--- src/rtl/vc_input_port_controller.sv ---
// Input-port controller for the wormhole VC router: per-IVC output-VC locks,
// downstream credit counters per output VC, and switch-allocation requests.

`ifndef HEAD
`define HEAD 2'b01
`endif
`ifndef BODY
`define BODY 2'b10
`endif
`ifndef TAIL
`define TAIL 2'b11
`endif

module vc_ivc_ctrl #(
   parameter int CN        = 5,
   parameter bit VA_BYPASS = 1'b1
) (
   input  logic          clk,
   input  logic          rst,
   input  logic          fifo_empty,
   input  logic [1:0]    flit_type,
   input  logic [CN-1:0] candidate_out_vc,
   input  logic [CN-1:0] sel_out_vc,
   input  logic          vc_granted,
   input  logic          sa_grant,
   input  logic [CN-1:0] cred_nz,
   output logic [CN-1:0] req_vc,
   output logic [CN-1:0] eff_vc,
   output logic [CN-1:0] out_vc,
   output logic          sa_req,
   output logic          fire,
   output logic          active,
   output logic          head_err,
   output logic          ghost_grant
);
   typedef enum logic {IDLE, ACTIVE} ivc_state_e;

   ivc_state_e    state_q, state_d;
   logic [CN-1:0] out_vc_q, out_vc_d;
   // Set once a flit of the current packet has left; a HEAD at the front before
   // that is the packet's own (not yet sent) head, not a missing tail.
   logic          started_q, started_d;
   logic          is_tail;

   always_ff @(posedge clk or posedge rst) begin
      if (rst) begin
         state_q   <= IDLE;
         out_vc_q  <= '0;
         started_q <= 1'b0;
      end else begin
         state_q   <= state_d;
         out_vc_q  <= out_vc_d;
         started_q <= started_d;
      end
   end

   always_comb begin
      state_d   = state_q;
      out_vc_d  = out_vc_q;
      started_d = started_q;
      eff_vc    = '0;
      req_vc    = '0;
      is_tail   = (flit_type == `TAIL);

      if (state_q == ACTIVE)
         eff_vc = out_vc_q;
      else if (VA_BYPASS && vc_granted)
         eff_vc = sel_out_vc;
      if (rst)
         eff_vc = '0;

      if (!rst && state_q == IDLE && !fifo_empty && flit_type == `HEAD)
         req_vc = candidate_out_vc;

      sa_req      = (|eff_vc) && !fifo_empty && (|(eff_vc & cred_nz));
      fire        = sa_grant && sa_req;
      ghost_grant = sa_grant && !sa_req;

      case (state_q)
         IDLE: begin
            // a tail that fires in its own grant cycle never takes the lock
            if (vc_granted && !(fire && is_tail)) begin
               state_d   = ACTIVE;
               out_vc_d  = sel_out_vc;
               started_d = fire;
            end
         end
         ACTIVE: begin
            if (fire)
               started_d = 1'b1;
            if (fire && is_tail) begin
               state_d   = IDLE;
               out_vc_d  = '0;
               started_d = 1'b0;
            end
         end
         default: state_d = IDLE;
      endcase

      active   = (state_q == ACTIVE);
      out_vc   = out_vc_q;
      head_err = active && started_q && !fifo_empty && (flit_type == `HEAD);
   end
endmodule

module vc_input_port_controller #(
   parameter int NUM_IVC   = 2,
   parameter int CN        = 5,
   parameter int BUF_DEPTH = 4,
   parameter int CRED_W    = $clog2(BUF_DEPTH + 1),
   parameter int VA_BYPASS = 1
) (
   input  logic                    clk,
   input  logic                    rst,
   input  logic [NUM_IVC-1:0]      fifo_empty,
   input  logic [2*NUM_IVC-1:0]    flit_type,
   input  logic [CN*NUM_IVC-1:0]   candidate_out_vc,
   output logic [CN*NUM_IVC-1:0]   req_vc,
   input  logic [CN*NUM_IVC-1:0]   sel_out_vc,
   input  logic [NUM_IVC-1:0]      vc_granted,
   output logic [NUM_IVC-1:0]      sa_req,
   input  logic [NUM_IVC-1:0]      sa_grant,
   output logic [CN*NUM_IVC-1:0]   sel_xb_vc,
   input  logic [CN-1:0]           credit_in,
   output logic [CRED_W*CN-1:0]    credit_cnt,
   output logic                    proto_err
);
   localparam logic [CRED_W-1:0] CRED_MAX = CRED_W'(BUF_DEPTH);

   logic [NUM_IVC-1:0][CN-1:0]  eff, ovc, req_pk;
   logic [NUM_IVC-1:0]          fire, active, head_err, ghost;
   logic [CN-1:0][CRED_W-1:0]   cnt_q;
   logic [CN-1:0]               cred_nz, dec, sat;
   logic                        overlap;
   logic                        err_q;

   genvar gi;
   generate
      for (gi = 0; gi < NUM_IVC; gi++) begin : g_ivc
         vc_ivc_ctrl #(.CN(CN), .VA_BYPASS(VA_BYPASS != 0)) u_ivc (
            .clk              (clk),
            .rst              (rst),
            .fifo_empty       (fifo_empty[gi]),
            .flit_type        (flit_type[2*gi +: 2]),
            .candidate_out_vc (candidate_out_vc[CN*gi +: CN]),
            .sel_out_vc       (sel_out_vc[CN*gi +: CN]),
            .vc_granted       (vc_granted[gi]),
            .sa_grant         (sa_grant[gi]),
            .cred_nz          (cred_nz),
            .req_vc           (req_pk[gi]),
            .eff_vc           (eff[gi]),
            .out_vc           (ovc[gi]),
            .sa_req           (sa_req[gi]),
            .fire             (fire[gi]),
            .active           (active[gi]),
            .head_err         (head_err[gi]),
            .ghost_grant      (ghost[gi])
         );
      end
   endgenerate

   assign req_vc     = req_pk;
   assign sel_xb_vc  = eff;
   assign credit_cnt = cnt_q;
   assign proto_err  = err_q;

   always_comb begin
      dec     = '0;
      overlap = 1'b0;
      for (int v = 0; v < CN; v++)
         cred_nz[v] = (cnt_q[v] != '0);
      for (int i = 0; i < NUM_IVC; i++) begin
         if (fire[i])
            dec = dec | eff[i];
         for (int j = i + 1; j < NUM_IVC; j++)
            if (active[i] && active[j] && |(ovc[i] & ovc[j]))
               overlap = 1'b1;
      end
      for (int v = 0; v < CN; v++)
         sat[v] = credit_in[v] && !dec[v] && (cnt_q[v] == CRED_MAX);
   end

   always_ff @(posedge clk or posedge rst) begin
      if (rst) begin
         for (int v = 0; v < CN; v++)
            cnt_q[v] <= CRED_MAX;
         err_q <= 1'b0;
      end else begin
         for (int v = 0; v < CN; v++) begin
            if (dec[v] && !credit_in[v])
               cnt_q[v] <= cnt_q[v] - CRED_W'(1);
            else if (credit_in[v] && !dec[v] && !sat[v])
               cnt_q[v] <= cnt_q[v] + CRED_W'(1);
         end
         err_q <= err_q | (|sat) | (|head_err) | (|ghost) | overlap;
      end
   end
endmodule
--- config.mk ---
export PLATFORM = sky130hd
export DESIGN_NAME = vc_input_port_controller
export DESIGN_NICKNAME = d
export VERILOG_FILES = /design/src/rtl/vc_input_port_controller.sv
export SDC_FILE = /design/constraint.sdc
export NUM_CORES = 1
export LEC_CHECK = 0
export ABC_AREA = 1
export ABC_CLOCK_PERIOD_IN_PS = 2300
export CAP_MARGIN = 5
export CORE_ASPECT_RATIO = 0.5
export CORE_MARGIN = 2
export CORE_UTILIZATION = 55
export CTS_CLUSTER_SIZE = 28
export DETAILED_ROUTE_END_ITERATION = 7
export DONT_BUFFER_PORTS = 1
export PLACE_DENSITY = 0.81
export SLEW_MARGIN = 20
export SYNTH_ARGS = -nofsm -noshare
export SYNTH_HDL_FRONTEND = slang
export SYNTH_HIERARCHICAL = 1
export SYNTH_SLANG_ARGS = --single-unit
export TNS_END_PERCENT = 5
--- constraint.sdc ---
create_clock -name clk -period 2.3 [get_ports clk]
set_input_delay 0.23 -clock clk [delete_from_list [all_inputs] [get_ports clk]]
set_output_delay 0.23 -clock clk [all_outputs]
set_load 0.005 [all_outputs]
Word level (Yosys, flattened, before mapping)
Index checks and enable logic that the tools add are counted.
{ "classes": {"reduce_logical": 90, "bitwise": 10, "eq_ne": 15, "addsub": 10, "n_mux": 41} }
{ "op_table": {"columns": ["op", "n"], "rows": [
  ["5-bit two-way mux", 14],
  ["1-bit logical AND", 46],
  ["3-bit two-way mux", 10],
  ["5-bit OR reduction", 6],
  ["1-bit zero test", 22],
  ["5-bit case mux with 2 select lines", 2],
  ["3-bit by 1-bit adder with 3-bit output, second input constant", 5],
  ["5-bit bitwise AND", 3],
  ["3-bit equality test, second input constant", 5],
  ["3-bit nonzero test", 5],
  ["3-bit by 1-bit subtractor with 3-bit output, second input constant", 5],
  ["1-bit two-way mux", 11],
  ["2-bit nonzero test", 5],
  ["2-bit inequality test, second input constant", 4],
  ["1-bit case mux with 2 select lines", 4],
  ["2-bit AND reduction", 4],
  ["3-bit by 2-bit inequality test with 1-bit output, second input constant", 2],
  ["5-bit bitwise OR", 1],
  ["2-bit by 1-bit equality test with 1-bit output, second input constant", 2],
  ["2-bit equality test, second input constant", 2],
  ["1-bit bitwise OR", 4],
  ["2-bit OR reduction", 2],
  ["1-bit inverter", 2]
]} }
{ "word_totals": {"reg_bits": 30, "output_inout_bits": 38, "input_bits": 37} }

Longest topological paths before layout
{ "depth": {"depth_word": 18, "mapped_depth": 19, "ltp_nobuf": 18} }

Modules after synthesis
Netlist, hierarchy kept.
{ "modules_own_cells": {"columns": ["mod", "instances", "area_each_um2", "cells_per_inst", "seq_area_each_um2"], "rows": [
  ["vc_ivc_ctrl", 2, 629.4, 98, 175.2],
  ["vc_input_port_controller", 1, 1208.7, 181, 406.6]
]} }

Worst setup path before layout
OpenSTA, ideal clock, no wires.
{ "synth_path": {"kind": "reg-to-reg", "from": "register g_ivc[1].u_ivc.state_q", "to": "register cnt_q, in the netlist credit_cnt[10]", "slack_ns": 0.168, "setup_time_ns": 0.123, "synth_period_minus_slack_ns": 2.132, "arrival_time_ns": 2.009, "stages_incl_launch_ff": 18, "cell_sequence": "dfrtp_1 > inv_2 > buf_6 > nand3_1 > nand2_1 > nand3_1 > nand2_1 > inv_1 > nand2_2 > nand2_4 > nor2_8 > nand2_1 > nand2_2 > nand2_2 > fa_1 > inv_1 > nand2_1 > o21ai_1"} }
{ "synth_between": {"elab_chain_len": 13, "word_cells_on_any_way": 18, "classes_between": "mux (4); bitwise (2); reduce/logical (12)"} }
{ "synth_lines": {"columns": ["element", "line", "text"], "rows": [
  ["from (decl)", "38", "ivc_state_e state_q, state_d;"],
  ["from (signal assigned)", "51", "state_q <= state_d;"],
  ["5-bit two-way mux (*)", "65", "if (state_q == ACTIVE)"],
  ["5-bit two-way mux (*)", "69", "if (rst)"],
  ["5-bit bitwise AND / 5-bit OR reduction (equally long branches)", "75", "sa_req = (|eff_vc) && !fifo_empty && (|(eff_vc & cred_nz));"],
  ["5-bit OR reduction / 1-bit logical AND (equally long branches)", "75", null],
  ["1-bit logical AND (*)", "75", null],
  ["1-bit logical AND (*)", "76", "fire = sa_grant && sa_req;"],
  ["net fire[1]", "131", "logic [NUM_IVC-1:0] fire, active, head_err, ghost;"],
  ["5-bit two-way mux (*)", "173", "if (fire[i])"],
  ["1-bit zero test", "180, 192", null],
  ["1-bit logical AND", "180, 192", null],
  ["1-bit logical AND", "180", "sat[v] = credit_in[v] && !dec[v] && (cnt_q[v] == CRED_MAX);"],
  ["1-bit zero test", "192", "else if (credit_in[v] && !dec[v] && !sat[v])"],
  ["1-bit logical AND", "192", null],
  ["2-bit nonzero test (no line)", null, null],
  ["to (signal, indexed assignment)", "191", "cnt_q[v] <= cnt_q[v] - CRED_W'(1);"],
  ["to (signal, indexed assignment)", "193", "cnt_q[v] <= cnt_q[v] + CRED_W'(1);"],
  ["to (decl)", "132", "logic [CN-1:0][CRED_W-1:0] cnt_q;"]
]} }
The timed path passes the listed nets; every way through them passes the cells marked *.
A chain may end at the register's enable or synchronous reset.

Final worst setup path
{ "layout_path": {"from": "register g_ivc[0].u_ivc.state_q", "to": "register cnt_q, in the netlist credit_cnt[1]"} }
{ "layout_between": {"elab_chain_len": 15, "word_cells_on_any_way": 19, "classes_between": "mux (5); bitwise (2); reduce/logical (12)"} }
{ "layout_lines": {"columns": ["element", "line", "text"], "rows": [
  ["from (decl)", "38", null],
  ["from (signal assigned)", "51", null],
  ["5-bit two-way mux (*)", "65", null],
  ["5-bit two-way mux (*)", "69", null],
  ["5-bit bitwise AND / 5-bit OR reduction (equally long branches)", "75", null],
  ["5-bit OR reduction / 1-bit logical AND (equally long branches)", "75", null],
  ["1-bit logical AND (*)", "75", null],
  ["1-bit logical AND (*)", "76", null],
  ["net fire[0]", "131", null],
  ["5-bit two-way mux (*)", "173", null],
  ["5-bit bitwise OR", "174", "dec = dec | eff[i];"],
  ["5-bit two-way mux (*)", "173", null],
  ["1-bit zero test", "180, 192", null],
  ["1-bit logical AND", "180, 192", null],
  ["1-bit logical AND", "180", null],
  ["1-bit zero test", "192", null],
  ["1-bit logical AND", "192", null],
  ["2-bit nonzero test (no line)", null, null]
]} }
Marks and branches as above.

==> reports/metrics.csv <==
metric;value;unit
Unique masters post-synth;21;
share of layout cells above drive strength 1;23.76;%
Die H;51.36;um
ranking of synthesized cells by area;dfrtp_1, nand2_1, nand3_1, inv_1, nand2_2;
WS Path Type;flop to flop;
post-route setup slack;-0.05334;ns
vias per cell;5.338;
Die Width;98.72;um
area delta synth->final;16.43;%
WL met3;709;um
DRT met1 WL;2648;um
largest net degree at the start of global routing;17;
initial antenna violation count;0;
DIE AREA;5070;sq um
DR WL/cell;14.20;um
row count;17;
Data required, critical path;2.46;ns
CTS H-tree lvls;2;
first-pass GRT wire length;9839;um
mux cell area share after synthesis;0;%
vias;2461;
Final Hold Fails;0;
detailed-routed wire length on met2;3080;um
syn avg cell area;6.545;sq um
Synth Instances;377;
P_leak;1.761;nW
XOR/XNOR Fraction of Synth Area;0;%
CTS tree;yes;
most common library cell in the layout ignoring fill and taps;nand2_1;
gr ovfl total;0;
failing checks;negative setup slack;
I/O pin total;75;
core area;4360;sq um
Post-Synth Simple-Gate Area;49.75;%
Clock Path Buffers;2;
Slew headroom;56.86;%
DR top layer;met4;
placed cell count;446;
syn_nets;419;
Seq/Total Area, Yosys;30.68;%
Root Driver;clkbuf_8;
adder-cell share of the synthesized area;4.057;%
pin slew with the least headroom to its limit;0.6464;ns
initial core utilization;56.59;%
crit-path max FO;7;
flops & latches, synth;30;
TritonCTS buffer count;5;
vias in the first global route;2230;
DRT iter0 DRCs;152;
FF/Latch Area;759.5;sq um
final core utilization;65.88;%
Clock transition at path regs;0.07;ns
final instance area;2873;sq um
largest family of logic cells by synthesized area;simple AND/OR/NAND/NOR gates;
commonest cells after routing, fill and taps aside;nand2_1, inv_1, nand3_1;
crit start category;flop;
fmax;424.9;MHz
GRT Total Usage;24.94;%
worst skew pair latency;0.28;ns
Finished Layout Cells;461;
fin nets;445;
HP Class;input port to flop;
drt first pass iters;5;
IO buf count;0;
DRC viols;0;
crit end category;flop;
outcome;finished, violations left;
routability congestion estimate;0.9256;
Yosys top cell area share;25.35;%
Max VDD drop;0.0005380;V
Max Cap Violations;0;
setup violators final;5;
synth warn;6;
area leader, netlist;dfrtp_1;
post-place instance area;2614;sq um
RSZ-0062 raised after global routing;yes;
ANT cells;0;
fin crit period;2.353;ns
synthesized area;2467;sq um
clk sinks;30;
max-slew violations;0;
Setup Skew;0.006785;ns
pwr dens;992.6;nW/um^2
Fill cells;337;
crit path DAT;2.52;ns
footprint of the multi-input gates;1488;sq um
antenna-violating nets left;0;
detailed placement HPWL;5029;um
complex-gate fraction of the synthesized area;2.434;%
WL final;6547;um
period utilisation layout;102.3;%
layout make-up:
type	instances	share of cell area (%)
Clock buffer	8	2.787
Inverter	74	9.843
Multi-Input combinational cell	269	51.79
Sequential cell	30	26.44
Tap cell	57	2.483
Timing Repair Buffer	23	6.664
cells in the mapped netlist:
library cell / n
o21ai_0: 3
nor2_2: 5
nand3_4: 2
buf_6: 4
inv_1: 70
nor2_8: 2
fa_1: 5
dfstp_2: 5
nand2_1: 124
nand3_1: 60
and3_1: 2
o21ai_1: 5
nor3_1: 3
inv_2: 4
dfrtp_1: 25
nand2_4: 2
nor2_1: 21
nand4_2: 2
nor2_4: 4
nand2_2: 25
a21oi_1: 4
layer usage:
metal / up-vias / GRT usage, %
met5: - / 0
met4: 0 / 7.306
met3: 12 / 6.703
met2: 114 / 41.84
met1: 1137 / 32.19
li1: 1198 / -
report_power, final:
group          switching (W)  internal, W
clock               0.000203     0.000215
combinational       0.000937     0.000543
sequential          0.000180     0.000773
total                0.00132      0.00153
registers in the layout, indices dropped and copies added, names as in the netlist:
name                   flops
g_ivc.u_ivc/out_vc        10
g_ivc.u_ivc/started_q      2
g_ivc.u_ivc/active         2
proto_err                  1
credit_cnt                15
kinds of logic after synthesis:
group	Yosys count
simple gates	252
flops	30
fa+ha+maj	5
buf+inv	78
compound gates	12
metrics by stage:
stage                     setup TNS, ns  hold WS, ns  power (W)  setup slack (ns)
after floorplan                       0      0.01342   0.001937            0.1677
after global placement                0     -0.02136   0.002231           0.08832
after detailed placement       -0.04857     -0.01649   0.002303          -0.02955
after CTS                             0      0.08249   0.002725           0.01366
after global routing             -1.339      0.08733   0.003114           -0.1732
final                           -0.1371      0.08124   0.002851          -0.05334
what timing repair did:
item / in CTS / in global routing
hold endpoints to repair: 25 / 0
pin swaps: 0 / 5
endpoints found under the setup margin: 4 / 10
setup buffers: 0 / 5
hold buffers: 2 / 0
gates resized for setup: 1 / 33
worst max-delay path, stage by stage (launching register included):
cell	delay [ns]
dfrtp_2	0.45
buf_6	0.14
nor2_4	0.03
nor2_4	0.10
nand3_1	0.09
nand2_1	0.07
nor2_1	0.04
nand2_2	0.09
nand2_4	0.08
nor2_8	0.20
nand2_2	0.10
nand2_4	0.10
nand2_4	0.07
fa_2	0.51
inv_1	0.04
nand2_1	0.05
o21ai_1	0.06
worst paths after layout:
path / start / end / slack [ns] / cells past startpoint
min in group asynchronous: rst / g_ivc[1].u_ivc/out_vc[0]$_DFFE_PP0P_ / 0.15 / 3
max: g_ivc[0].u_ivc/active$_DFF_PP0_ / credit_cnt[1]$_DFFE_PP0P_ / -0.05 / 16
max reg2reg: g_ivc[0].u_ivc/active$_DFF_PP0_ / credit_cnt[1]$_DFFE_PP0P_ / -0.05 / 16
min: sel_out_vc[5] / g_ivc[1].u_ivc/out_vc[0]$_DFFE_PP0P_ / 0.08 / 2
max in group asynchronous: rst / credit_cnt[6]$_DFFE_PP0P_ / 1.65 / 2
min reg2reg: g_ivc[1].u_ivc/started_q$_DFFE_PP0P_ / g_ivc[1].u_ivc/started_q$_DFFE_PP0P_ / 0.48 / 2
Power figures use the tool's default switching activity.
==> edit 1, RTL diff (same flow settings) <==
`VA_BYPASS` is set to 1 in 2 places; all go to 0.
--- a/src/rtl/vc_input_port_controller.sv
+++ b/src/rtl/vc_input_port_controller.sv
@@ -13,7 +13,7 @@
 
 module vc_ivc_ctrl #(
    parameter int CN        = 5,
-   parameter bit VA_BYPASS = 1'b1
+   parameter bit VA_BYPASS = 1'b0
 ) (
    input  logic          clk,
    input  logic          rst,
@@ -108,7 +108,7 @@
    parameter int CN        = 5,
    parameter int BUF_DEPTH = 4,
    parameter int CRED_W    = $clog2(BUF_DEPTH + 1),
-   parameter int VA_BYPASS = 1
+   parameter int VA_BYPASS = 0
 ) (
    input  logic                    clk,
    input  logic                    rst,
Behaviour: not the same (Yosys sat finds a counterexample within 4 cycles, from zero or initial values and one cycle with rst high).
==> edit 1 against the original RTL <==
- routed wire length shrank 14%
- worst setup slack gained 23 ps
- synthesized cell count shrank 9.0%
- global-route usage is essentially flat
- highest routed layer unchanged
- the run still ends with negative setup slack left
- count of clock-buffer cells in the layout shrank 1
- register-to-register slack gained 50 ps
- sequential share of layout area grew 2.6 points
- total power grew 2.5%
- sequential cell count is the same
- cell area shrank 8.8%
- area after synthesis shrank 7.5%
- first-iteration DRC count shrank 18%
==> edit 1: results (changes against the original RTL) <==
Parameter                              Value

Run status
  Status ... finished with violations
  Failing checks ... negative setup slack

Final layout
  Footprint of the flip-flops and latches ... 759.5 sq um (unchanged)
  Final-layout clock buffer total ... 7 (-1)
  Share of layout cells above drive strength 1 ... 0.2834 (+0.04575)
  Number of non-clock buffers in the layout ... 18 (-22%)
  Final antenna diode count ... 0 (unchanged)
  Proportion of cell area occupied by registers ... 0.2900 (+0.02564)
  Final-stage net count ... 408 (-8.3%)
  Non-clock buffer area fraction after layout ... 0.05351 (-0.01313)
  Fill cell total of the finished layout ... 311 (-7.7%)
  Multi-input gate share of the layout cell area ... 0.4897 (-0.02813)
  Post-layout instance count excluding filler cells ... 421 (-8.7%)
  Number of multi-input combinational cells ... 237 (-12%)

Power
  Static leakage power ... 0.001526 uW (-13%)
  Highest ir drop seen on vdd ... 333.9 uV (-38%)

Hold path
  Worst hold start ... sel_out_vc[3]

Critical path
  Largest driver fanout on the critical path ... 10 (+3)
  Reg-to-reg slack, setup ... 0 ps (+50 ps)
  Path depth of the worst reg2reg path ... 15 (-1)
  Data arrival time of the worst path ... 2510 ps (about the same)
  Worst path slowest cell ... dlygate4sd3_1
  Delay of the slowest cell on the worst path ... 580 ps (+70 ps)
  Launch point of the worst path ... rst
  WS Path Type ... primary input to flip-flop

Yosys
  Dominant cells by area after synthesis ... dfrtp_1 (27%), nand2_1 (17%), inv_1 (10%)
  Compound-cell area share of the yosys netlist ... 0.01754 (-0.006797)
  Sequential-to-total area share from yosys stat ... 0.3317 (+0.02489)
  Synth cell count leaders ... nand2_1 (106), inv_1 (62), nand3_1 (34)
  Synthesized-area fraction occupied by adder cells ... 0.04386 (+0.003292)
  Netlist cell types ... 20 (-4.8%)
  Post-Syn Nets ... 385 (-8.1%)

GRT
  Number of global-route vias before repair ... 2045 (-8.3%)
  Overall global routing resource usage ... 0.2498 (+0.0003582)

Route
  Avg WL per Cell ... 13.31 microns (-6.3%)
  Average via count per standard cell ... 5.121 (-4.1%)
  Number of detailed-routing iterations run before antenna repair ... 4 (-1)

Timing
  Aggregate negative setup slack ... -47.25 ps (+89.87 ps)
  Slew @ Worst Pin ... 670.2 ps (+23.82 ps)
  Number of failing setup endpoints in the final timing report ... 2 (-3)
  Setup WS post-layout ... -30.04 ps (+23.30 ps)
  Clock skew ... 11.99 ps (+5.203 ps)
  Final worst hold slack ... 55.47 ps (-25.77 ps)

Floorplanning
  Floorplan die area ... 0.004712 sq mm (-7.1%)

Placed design
  Worst setup slack after placement ... -7.317 ps (+22.24 ps)
  Placed standard-cell area ... 0.002425 sq mm (-7.2%)
  Final RePlAce weighted congestion ... 0.8992 (-2.9%)
  Final HPWL DP ... 4270 microns (-15%)
edit 1: cell count changes in the layout (fill, tap and decap cells not counted), sizes merged:
cell,before,now
nand3,62,36
a21oi,4,0
clkinv,0,1
nand2,151,135
dlymetal6s4s,1,0
dlygate4sd3,1,2
nor2,32,42
clkbuf,8,7
nand4,2,8
and3,2,0
buf,21,16
edit 1: repair_timing:
action,CTS,global route
pin swaps,1,8
hold endpoints to repair,25,0
setup buffers,1,2
gates resized for setup,4,19
hold buffers,2,0
endpoints found under the setup margin,5,10
edit 1: metal layers:
| metal | GRT usage | share of wire | vias up |
|---|---|---|---|
| li1 | - | - | 1072 |
| met1 | 0.3007 | 0.42 | 989 |
| met2 | 0.4272 | 0.49 | 82 |
| met3 | 0.07187 | 0.070 | 13 |
| met4 | 0.08937 | 0.019 | 0 |
| met5 | 0 | 0 | - |
edit 1: power breakdown:
part           switching (uW)  total (uW)  internal [uW]
logic                     950        1490            544
clock network             211         452            241
registers                 193         977            784
==> edit 2, RTL diff (same flow settings) <==
Without the edit above. Make the reset (`rst`) synchronous in 2 clocked blocks.
--- a/src/rtl/vc_input_port_controller.sv
+++ b/src/rtl/vc_input_port_controller.sv
@@ -42,7 +42,7 @@
    logic          started_q, started_d;
    logic          is_tail;
 
-   always_ff @(posedge clk or posedge rst) begin
+   always_ff @(posedge clk) begin
       if (rst) begin
          state_q   <= IDLE;
          out_vc_q  <= '0;
@@ -180,7 +180,7 @@
          sat[v] = credit_in[v] && !dec[v] && (cnt_q[v] == CRED_MAX);
    end
 
-   always_ff @(posedge clk or posedge rst) begin
+   always_ff @(posedge clk) begin
       if (rst) begin
          for (int v = 0; v < CN; v++)
             cnt_q[v] <= CRED_MAX;
Function: differs if rst is asserted again (counterexample within 4 cycles, from zero or initial values and one cycle with rst high); with rst held inactive, the same outputs for 4 cycles.
==> edit 2 against the original RTL <==
- the flow still finishes with violations (negative setup slack)
- global-route usage increased by 6.9 points
- count of clock-buffer cells in the layout decreased by 1
- sequential share of layout area decreased by 6.2 points
- first-iteration DRC count increased by 35%
- synthesized cell count increased by 1.6%
- worst setup slack got worse by 12 ps
- area after synthesis decreased by 4.5%
- cell area increased by 4.7%
- sequential cell count unchanged
- routed wire length increased by 15%
- critical endpoint is now g_ivc[0].u_ivc/out_vc[2]
- highest routed layer unchanged
Power is not compared: it rests on default switching activity, and its combinational part moved more than twofold at a synthesized area within 25%.
==> edit 2: results (changes against the original RTL) <==
Parameter                              Value

Run status
  Status ... finished with violations
  Failing checks ... negative setup slack

Power
  Highest ir drop seen on vdd ... 382.4 uV
  Static leakage power ... 0.001571 uW

Clock tree
  Clock tree root driver cell ... clkbuf_8
  Worst-skew pair later-pin latency ... 300 ps (+20 ps)
  Deepest level of the CTS H-tree ... 2 (unchanged)
  Worst-case clock buffer depth ... 2 (unchanged)
  TritonCTS buffer count ... 5 (unchanged)
  Clock-pin slew on the worst setup and hold paths ... 70 ps (about the same)

Placed design
  Final HPWL DP ... 5406 microns (+7.5%)
  Placed standard-cell area ... 0.002686 sq mm (+2.8%)
  Final RePlAce weighted congestion ... 0.9233 (-0.25%)
  Total of buffers placed on input and output ports ... 0 (unchanged)

GRT
  Overall global routing resource usage ... 0.3185 (+0.06908)
  Number of global-route vias before repair ... 2613 (+17%)
  Global-route wire length before repair ... 11810 microns (+20%)
  Number of antenna violations at the first check in global routing ... 0 (unchanged)
  Maximum number of pins on one net before global-route repair ... 18 (+1)
  Remaining Overflow, GRT ... 0 (unchanged)

Critical path
  Reg-to-Reg Start ... g_ivc[0].u_ivc/active
  Data arrival time of the worst path ... 2590 ps (+70 ps)
  Delay of the slowest cell on the worst path ... 390 ps (-120 ps)
  Type of element launching the critical path ... flip-flop
  Worst path slowest cell ... dfxtp_4
  Largest driver fanout on the critical path ... 7 (unchanged)

Route
  Number of vias in the routed layout ... 2810 (+14%)
  Number of detailed-routing iterations run before antenna repair ... 5 (unchanged)
  First DRT Iteration DRCs ... 205 (+35%)
  WL final ... 7529 microns (+15%)

Timing
  Clock skew ... 10.48 ps (+3.691 ps)
  Slew @ Worst Pin ... 482.8 ps (-163.6 ps)
  Number of failing setup endpoints in the final timing report ... 14 (+9)
  Setup WS post-layout ... -64.87 ps (-11.53 ps)

Yosys
  Sequential-to-total area share from yosys stat ... 0.2549 (-0.05188)
  Netlist cell types ... 26 (+24%)
  Dominant cells by area after synthesis ... dfxtp_1 (25%), nand3_1 (15%), nand2_1 (12%)
  Post-Syn Nets ... 425 (+1.4%)
  Number of warnings issued by yosys ... 6 (unchanged)
  Share of async-settable or async-resettable flops after synthesis ... 0 (-1.000)
  Synth cell count leaders ... nand2_1 (77), nand3_1 (69), inv_1 (68)

Final layout
  Share of layout cells above drive strength 1 ... 0.3204 (+0.08274)
  Number of flip-flops under the largest register name ... 15 (unchanged)
  Final antenna diode count ... 0 (unchanged)
  Fill cell total of the finished layout ... 280 (-17%)
  Final-stage net count ... 479 (+7.6%)

Hold path
  Worst hold start ... rst
  Kind of path behind the tightest hold check ... primary input to flip-flop
## edit 2: path summary, 6_finish.rpt
path                                                  to  slack, ps  depth (start not counted)
worst max-delay path            g_ivc[0].u_ivc/out_vc[2]        -60                         18
worst min-delay path            g_ivc[0].u_ivc/out_vc[2]         10                          1
worst max register to register  g_ivc[0].u_ivc/out_vc[2]        -60                         18
worst min register to register  g_ivc[1].u_ivc/started_q        480                          2
## edit 2: critical path, delay by kind of cell (launching register included)
| family | cells | cell delay [ps] |
|---|---|---|
| buffers and inverters | 8 | 950 |
| AND/OR/NAND/NOR | 9 | 790 |
| flip-flops | 1 | 390 |
| AO/OA/AOI/OAI | 1 | 160 |
## edit 2: layer usage
metal | routed length (microns) | share of wire | global-route usage | up-vias
li1 | - | - | - | 1309
met1 | 2964 | 0.39 | 0.3757 | 1304
met2 | 3521 | 0.47 | 0.5336 | 168
met3 | 850 | 0.11 | 0.1171 | 29
met4 | 191 | 0.025 | 0.1150 | 0
met5 | 0 | 0 | 0 | -
## edit 2: layout make-up
type / count / area (sq um) / share of cell area
multi-input cells: 272 / 1570 / 0.5218
repair buffers: 52 / 396.6 / 0.1318
clock buffers: 7 / 76.32 / 0.02536
inverters: 76 / 290.3 / 0.09647
flip-flops and latches: 30 / 608.1 / 0.2021
well taps: 54 / 67.56 / 0.02245
## edit 2: cells by family after synthesis
family | Yosys count | share of synthesized area
AO/OA/AOI/OAI | 36 | 0.08763
adder cells (fa/ha/maj) | 5 | 0.04249
buffers and inverters | 81 | 0.1391
flip-flops | 30 | 0.2549
AND/OR/NAND/NOR | 231 | 0.4758
## edit 2: report_power, final
group          internal, uW  switching [uW]  total [uW]  leakage (uW)
Sequential              568            48.6         617      0.000247
Clock                   208             209         417     0.0000383
Combinational           202             320         522       0.00129
## edit 2: through the flow
| step | hold WS [ps] | instances | setup slack [ps] | util | TNS [ps] |
|---|---|---|---|---|---|
| after floorplan | 302.4 | 383 | 14.45 | - | 0 |
| after global placement | 302.4 | 472 | -48.19 | 0.6709 | -173.3 |
| after detailed placement | 304.8 | 472 | -159.0 | 0.6709 | -1179 |
| after CTS | 4.300 | 489 | -23.23 | 0.7284 | -62.77 |
| after global routing | 7.507 | 491 | -193.8 | 0.7516 | -2199 |
| final | 11.21 | 491 | -64.87 | 0.7516 | -423.7 |
## edit 2: repair_timing
item | in CTS | in global routing
pin swaps | 8 | 5
hold endpoints to repair | 10 | 0
resized for setup | 27 | 23
endpoints found under the setup margin | 11 | 22
hold buffers | 1 | 0
setup buffers | 9 | 2
